[src/rtl/lv_owt_pkg.sv]
// Shared types for the LV one-wire transmit arbiter: FSM state encoding,
// request-source codes and the default frame width.
package lv_owt_pkg;

  localparam int FRM_W_DFLT = 16;

  typedef enum logic [1:0] {
    ST_IDLE     = 2'd0,
    ST_ISSUE    = 2'd1,
    ST_WAIT_RSP = 2'd2
  } state_t;

  localparam logic [1:0] SRC_FLT  = 2'd0;
  localparam logic [1:0] SRC_SPI  = 2'd1;
  localparam logic [1:0] SRC_POLL = 2'd2;

endpackage

[src/rtl/lv_owt_poll_tmr.sv]
// Periodic poll timer: free-runs while enabled and raises a sticky pending
// flag every POLL_PERIOD cycles; the flag drops when the poll frame is taken.
module lv_owt_poll_tmr #(
  parameter int POLL_PERIOD = 1000
) (
  input  logic i_clk,
  input  logic i_rst,
  input  logic i_en,
  input  logic i_clr,
  output logic o_pend
);

  localparam int CW = $clog2(POLL_PERIOD);

  logic [CW-1:0] cnt;

  always_ff @(posedge i_clk or posedge i_rst) begin
    if (i_rst) begin
      cnt    <= '0;
      o_pend <= 1'b0;
    end else if (!i_en) begin
      cnt    <= '0;
      o_pend <= 1'b0;
    end else if (cnt == CW'(POLL_PERIOD - 1)) begin
      // A new period beats a same-cycle clear so no poll interval is lost.
      cnt    <= '0;
      o_pend <= 1'b1;
    end else begin
      cnt <= cnt + 1'b1;
      if (i_clr) o_pend <= 1'b0;
    end
  end

endmodule

[src/rtl/lv_owt_arb.sv]
// LV one-wire transmit arbiter: shares the OWT tx path between fault-clear,
// SPI and periodic poll sources. Poll source built only with LV_OWT_ARB_POLL_EN.
module lv_owt_arb
  import lv_owt_pkg::*;
#(
  parameter int               FRM_W       = FRM_W_DFLT,
  parameter int               POLL_PERIOD = 1000,
  parameter logic [FRM_W-1:0] POLL_FRM    = FRM_W'(16'h8000),
  parameter int               RSP_TOUT    = 255,
  parameter int               STARVE_MAX  = 4
) (
  input  logic             i_clk,
  input  logic             i_rst,
  input  logic             i_flt_req,
  input  logic [FRM_W-1:0] i_flt_frm,
  output logic             o_flt_gnt,
  input  logic             i_spi_req,
  input  logic [FRM_W-1:0] i_spi_frm,
  output logic             o_spi_gnt,
  input  logic             i_poll_en,
  output logic             o_tx_vld,
  output logic [FRM_W-1:0] o_tx_frm,
  input  logic             i_tx_rdy,
  input  logic             i_rx_vld,
  input  logic [FRM_W-1:0] i_rx_frm,
  output logic             o_rsp_vld,
  output logic [FRM_W-1:0] o_rsp_frm,
  output logic [1:0]       o_rsp_src,
  output logic             o_rsp_tout,
  output logic [7:0]       o_tout_cnt,
  output logic             o_busy,
  output state_t           o_dbg_state
);

  localparam int TW = (RSP_TOUT > 1) ? $clog2(RSP_TOUT) : 1;

  state_t           state;
  logic [1:0]       src_q;
  logic [TW-1:0]    tmr;
  logic             hs;
  logic             poll_pend;
  logic             starve_full;
  logic             poll_win;
  logic             sel_vld;
  logic [1:0]       sel_src;
  logic [FRM_W-1:0] sel_frm;

  // valid/ready: a frame transfers in the cycle o_tx_vld & i_tx_rdy; until then
  // o_tx_vld stays high and o_tx_frm holds the latched frame.
  assign hs          = o_tx_vld & i_tx_rdy;
  assign o_flt_gnt   = hs & (src_q == SRC_FLT);
  assign o_spi_gnt   = hs & (src_q == SRC_SPI);
  assign o_dbg_state = state;

`ifdef LV_OWT_ARB_POLL_EN
  localparam int SW = $clog2(STARVE_MAX + 1);

  logic [SW-1:0] starve_cnt;
  logic          poll_clr;

  assign poll_clr = hs & (src_q == SRC_POLL);

  lv_owt_poll_tmr #(
    .POLL_PERIOD(POLL_PERIOD)
  ) u_poll_tmr (
    .i_clk  (i_clk),
    .i_rst  (i_rst),
    .i_en   (i_poll_en),
    .i_clr  (poll_clr),
    .o_pend (poll_pend)
  );

  // Counts SPI grants taken while a poll is waiting; saturates at STARVE_MAX.
  always_ff @(posedge i_clk or posedge i_rst) begin
    if (i_rst) begin
      starve_cnt <= '0;
    end else if (!poll_pend || poll_clr) begin
      starve_cnt <= '0;
    end else if (o_spi_gnt && (starve_cnt != SW'(STARVE_MAX))) begin
      starve_cnt <= starve_cnt + 1'b1;
    end
  end

  assign starve_full = (starve_cnt == SW'(STARVE_MAX));
`else
  logic [31:0] cfg_unused;

  assign poll_pend   = 1'b0;
  assign starve_full = 1'b0;
  assign cfg_unused  = {31'h0, i_poll_en} ^ 32'(POLL_PERIOD) ^ 32'(STARVE_MAX);
`endif

  assign poll_win = poll_pend & (~i_spi_req | starve_full);

  always_comb begin
    sel_vld = 1'b0;
    sel_src = SRC_FLT;
    sel_frm = i_flt_frm;
    if (i_flt_req) begin
      sel_vld = 1'b1;
    end else if (poll_win) begin
      sel_vld = 1'b1;
      sel_src = SRC_POLL;
      sel_frm = POLL_FRM;
    end else if (i_spi_req) begin
      sel_vld = 1'b1;
      sel_src = SRC_SPI;
      sel_frm = i_spi_frm;
    end
  end

  always_ff @(posedge i_clk or posedge i_rst) begin
    if (i_rst) begin
      state      <= ST_IDLE;
      src_q      <= SRC_FLT;
      tmr        <= '0;
      o_tx_vld   <= 1'b0;
      o_tx_frm   <= '0;
      o_rsp_vld  <= 1'b0;
      o_rsp_frm  <= '0;
      o_rsp_src  <= '0;
      o_rsp_tout <= 1'b0;
      o_tout_cnt <= '0;
      o_busy     <= 1'b0;
    end else begin
      o_rsp_vld  <= 1'b0;
      o_rsp_tout <= 1'b0;
      case (state)
        ST_IDLE: begin
          if (sel_vld) begin
            state    <= ST_ISSUE;
            src_q    <= sel_src;
            o_tx_vld <= 1'b1;
            o_tx_frm <= sel_frm;
            o_busy   <= 1'b1;
          end
        end
        ST_ISSUE: begin
          if (i_tx_rdy) begin
            state    <= ST_WAIT_RSP;
            o_tx_vld <= 1'b0;
            tmr      <= '0;
          end
        end
        ST_WAIT_RSP: begin
          // A response in the terminal cycle is taken instead of timing out.
          if (i_rx_vld) begin
            state     <= ST_IDLE;
            o_rsp_vld <= 1'b1;
            o_rsp_frm <= i_rx_frm;
            o_rsp_src <= src_q;
            o_busy    <= 1'b0;
          end else if (tmr == TW'(RSP_TOUT - 1)) begin
            state      <= ST_IDLE;
            o_rsp_tout <= 1'b1;
            o_rsp_src  <= src_q;
            o_busy     <= 1'b0;
            if (o_tout_cnt != 8'hFF) o_tout_cnt <= o_tout_cnt + 8'd1;
          end else begin
            tmr <= tmr + 1'b1;
          end
        end
        default: begin
          state    <= ST_IDLE;
          o_tx_vld <= 1'b0;
          o_busy   <= 1'b0;
        end
      endcase
    end
  end

endmodule
[config.mk]
export PLATFORM = sky130hd
export DESIGN_NAME = lv_owt_arb
export DESIGN_NICKNAME = d
export VERILOG_FILES = /design/src/rtl/lv_owt_pkg.sv /design/src/rtl/lv_owt_poll_tmr.sv /design/src/rtl/lv_owt_arb.sv
export SDC_FILE = /design/constraint.sdc
export NUM_CORES = 1
export LEC_CHECK = 0
export CORE_UTILIZATION = 46
export DETAILED_ROUTE_END_ITERATION = 16
export GPL_TIMING_DRIVEN = 0
export PLACE_DENSITY = 0.91
export SYNTH_ARGS = -nofsm -noshare
export SYNTH_HDL_FRONTEND = slang
export SYNTH_HIERARCHICAL = 1
export SYNTH_SLANG_ARGS = --single-unit
[constraint.sdc]
create_clock -name i_clk -period 3 [get_ports i_clk]
set_input_delay 0.6 -clock i_clk [delete_from_list [all_inputs] [get_ports i_clk]]
set_output_delay 0.6 -clock i_clk [all_outputs]
set_load 0.01 [all_outputs]
==> impl_metrics.env <==
export IMPL_fmax_mhz=409
export IMPL_min_period_ps=2440
export IMPL_die_h_um=76.2
export IMPL_cts_root_buf="clkbuf_8"
export IMPL_wl_per_cell_um=13.8
export IMPL_syn_num_nets=287
export IMPL_cts_tree="yes"
export IMPL_synth_area_um2=2530
export IMPL_synth_edf_count=0
export IMPL_syn_area_per_cell_um2=11.1
export IMPL_worstPathRequired_ps=2400
export IMPL_die_area_um2=5810
export IMPL_clk_latency_ps=290
export IMPL_cts_sinks=56
export IMPL_remaining_drc_errors=0
export IMPL_fin_nets=397
export IMPL_cts_buffer_depth=2
export IMPL_grt_pass1_vias=2016
export IMPL_synth_largest_area_cell="dfrtp_1"
export IMPL_drt_pass1_iter_count=4
export IMPL_netlist_top_cells_count="56 x dfrtp_1, 29 x nand2_1, 22 x o21ai_0"
export IMPL_numCtsBuffers=5
export IMPL_postSynth_asyncResetShare_pct=100
export IMPL_regArea_um2=1400
export IMPL_drtIter0Drc=55
export IMPL_setup_viol=0
export IMPL_diodes=0
export IMPL_cp_max_fo=5
export IMPL_fin_util_pct=72.8
export IMPL_synthTopCellsByArea="dfrtp_1 55%, mux2_2 8.4%, mux2i_1 6.3%"
export IMPL_place_ws_ps=305
export IMPL_hold_viol=0
export IMPL_ys_warn_count=6
export IMPL_ys_flop_type="dfrtp_1"
export IMPL_p_sw_mw=0.930
export IMPL_overflow=0
export IMPL_seqPwrFrac_pct=39.2
export IMPL_setup_slack_ps=555
export IMPL_critPathLaunch="i_tx_rdy"
export IMPL_clkPwrFrac_pct=17.4
export IMPL_finClkSkew_ps=6.57
export IMPL_synth_top_area_share_pct=55.3
export IMPL_reg2reg_from="o_dbg_state[0]"
export IMPL_grt_max_degree=37
export IMPL_path_class="input port to primary output"
export IMPL_clk_pin_slew_ps=100
export IMPL_p_sw_share_pct=31.2
export IMPL_antenna_found_initial=0
export IMPL_postCtsSetupRepairBufs=0
export IMPL_ir_drop_mv=0.535
export IMPL_rows=26
export IMPL_leakage_nw=1.65
export IMPL_powerDensity_nw_per_um2=787
export IMPL_synth_cell_types=36
export IMPL_ys_seq_area_share_pct=55.3
export IMPL_grt_setup_unrepaired="false"
export IMPL_fin_hold_ws_ps=486
export IMPL_multiInputGateArea_um2=1040
export IMPL_critical_path_arrival_ps=1840
export IMPL_start_util_pct=48.7
export IMPL_dieWidth_um=76.2
export IMPL_core_um2=5200
export IMPL_cts_htree_levels=2
export IMPL_grt_usage_pct=19.9
export IMPL_slew_viol_final=0
export IMPL_globalplace_congestion=0.846
export IMPL_grt_first_pass_wirelength_mm=9.20
export IMPL_cap_viol_max_count=0
export IMPL_post_route_period_util_pct=81.5
export IMPL_hpwl_mm=4.41
export IMPL_cp_start_kind="input port"
export IMPL_end_kind="primary output"
export IMPL_drive_gt1_share_pct=11.5
export IMPL_ys_ff_latch=56
export IMPL_yosysMostFrequentCell="dfrtp_1"
export IMPL_rrSetupSlack_ps=840
export IMPL_routed_wirelength_mm=5.67
export IMPL_io_buffers=102
export IMPL_tns_ps=0
export IMPL_via_per_inst=5.07
export IMPL_drt_antenna_violating_nets=0
export IMPL_hold_start="o_tx_frm[15]"
export IMPL_status="completed"
export IMPL_holdBufCountCts=0
export IMPL_internal_power_mw=2.05
export IMPL_synthCells=229
export IMPL_ctsResizeCount=0
export IMPL_area_delta_synth_final_pct=49.5
export IMPL_fill_cells=406
export IMPL_combPwrFrac_pct=43.3
export IMPL_pin_count=105
export IMPL_num_vias=2077
export IMPL_hold_path_class="flop to flop"
[cells in the final DEF (no fill, tap or decap), types with 2 or more instances in the layout]
master	instances
mux2_2	19
mux2i_1	16
o22a_1	3
clkdlybuf4s50_1	102
dfrtp_1	56
nor4_2	2
and3_1	3
nand3_1	10
nor3_1	6
clkbuf_1	6
nand2_1	29
clkbuf_8	7
a21oi_1	5
a31oi_1	3
nor2_1	12
nand4_1	2
buf_2	2
ha_1	3
buf_4	2
o21ai_0	22
xor2_1	5
buf_6	2
inv_1	5
[worst max-delay path, cell delays in order]
cell             delay (ps)
clkdlybuf4s50_1         540
nand2_1                  70
nor2_1                  100
clkdlybuf4s50_1         540
[cell type report]
type	instances	area share [%]
Multi-Input combinational cell	155	27.5
Sequential cell	56	37.0
Inverter	6	0.594
Clock inverter	1	0.792
Tap cell	70	2.31
Timing Repair Buffer	103	27.5
Buffer	12	1.85
Clock buffer	7	2.54
[path summary, 6_finish.rpt]
kind	end	cells past startpoint
worst min register to register	o_tx_frm[15]	2
worst min-delay path	o_tx_frm[15]	2
worst max-delay path	o_flt_gnt	4
worst max register to register	o_tout_cnt[1]	6
max in group asynchronous	o_tout_cnt[5]	3
min in group asynchronous	o_tx_frm[9]	2
[through the flow]
stage / instances / area (um2) / power (mW)
2_1_floorplan: 229 / 2530 / 1.76
3_3_place_gp: 401 / 3640 / 2.43
3_5_place_dp: 402 / 3660 / 2.49
4_1_cts: 410 / 3790 / 3.01
5_1_grt: 410 / 3790 / 3.16
6_report: 410 / 3790 / 2.98
[kinds of logic after synthesis]
family                   share of synthesized area (%)
flip-flops                                        55.3
multiplexers                                      14.8
buffers and inverters                             3.65
other                                            0.148
adder cells (fa/ha/maj)                           1.48
AND/OR/NAND/NOR                                   14.0
XOR/XNOR                                          1.73
AO/OA/AOI/OAI                                     8.93
[routing by layer]
layer | up-vias | wire length [um] | part of all wire, % | GRT usage, %
met4 | 0 | 82 | 1.4 | 5.38
met3 | 8 | 307 | 5.4 | 4.31
met1 | 972 | 2290 | 40 | 23.8
met2 | 78 | 2990 | 53 | 36.0
li1 | 1019 | - | - | -
met5 | - | 0 | 0 | 0
[registers in the layout, summed over array words and instances (netlist names)]
name and flops:
o_rsp_frm 16, o_tx_frm 16, o_tout_cnt 8, tmr 8, o_dbg_state 2, o_busy 1
o_rsp_src 1, o_rsp_tout 1, o_rsp_vld 1, o_tx_vld 1, src_q 1
[power by group through the flow]
stage | Clock [mW] | Sequential, mW | Combinational (mW)
after floorplan | 0 | 1.30 | 0.461
after global placement | 0 | 1.17 | 1.26
after detailed placement | 0 | 1.19 | 1.30
after CTS | 0.532 | 1.17 | 1.30
after global routing | 0.564 | 1.21 | 1.39
final | 0.520 | 1.17 | 1.29
(Power assumes the default switching activity.)
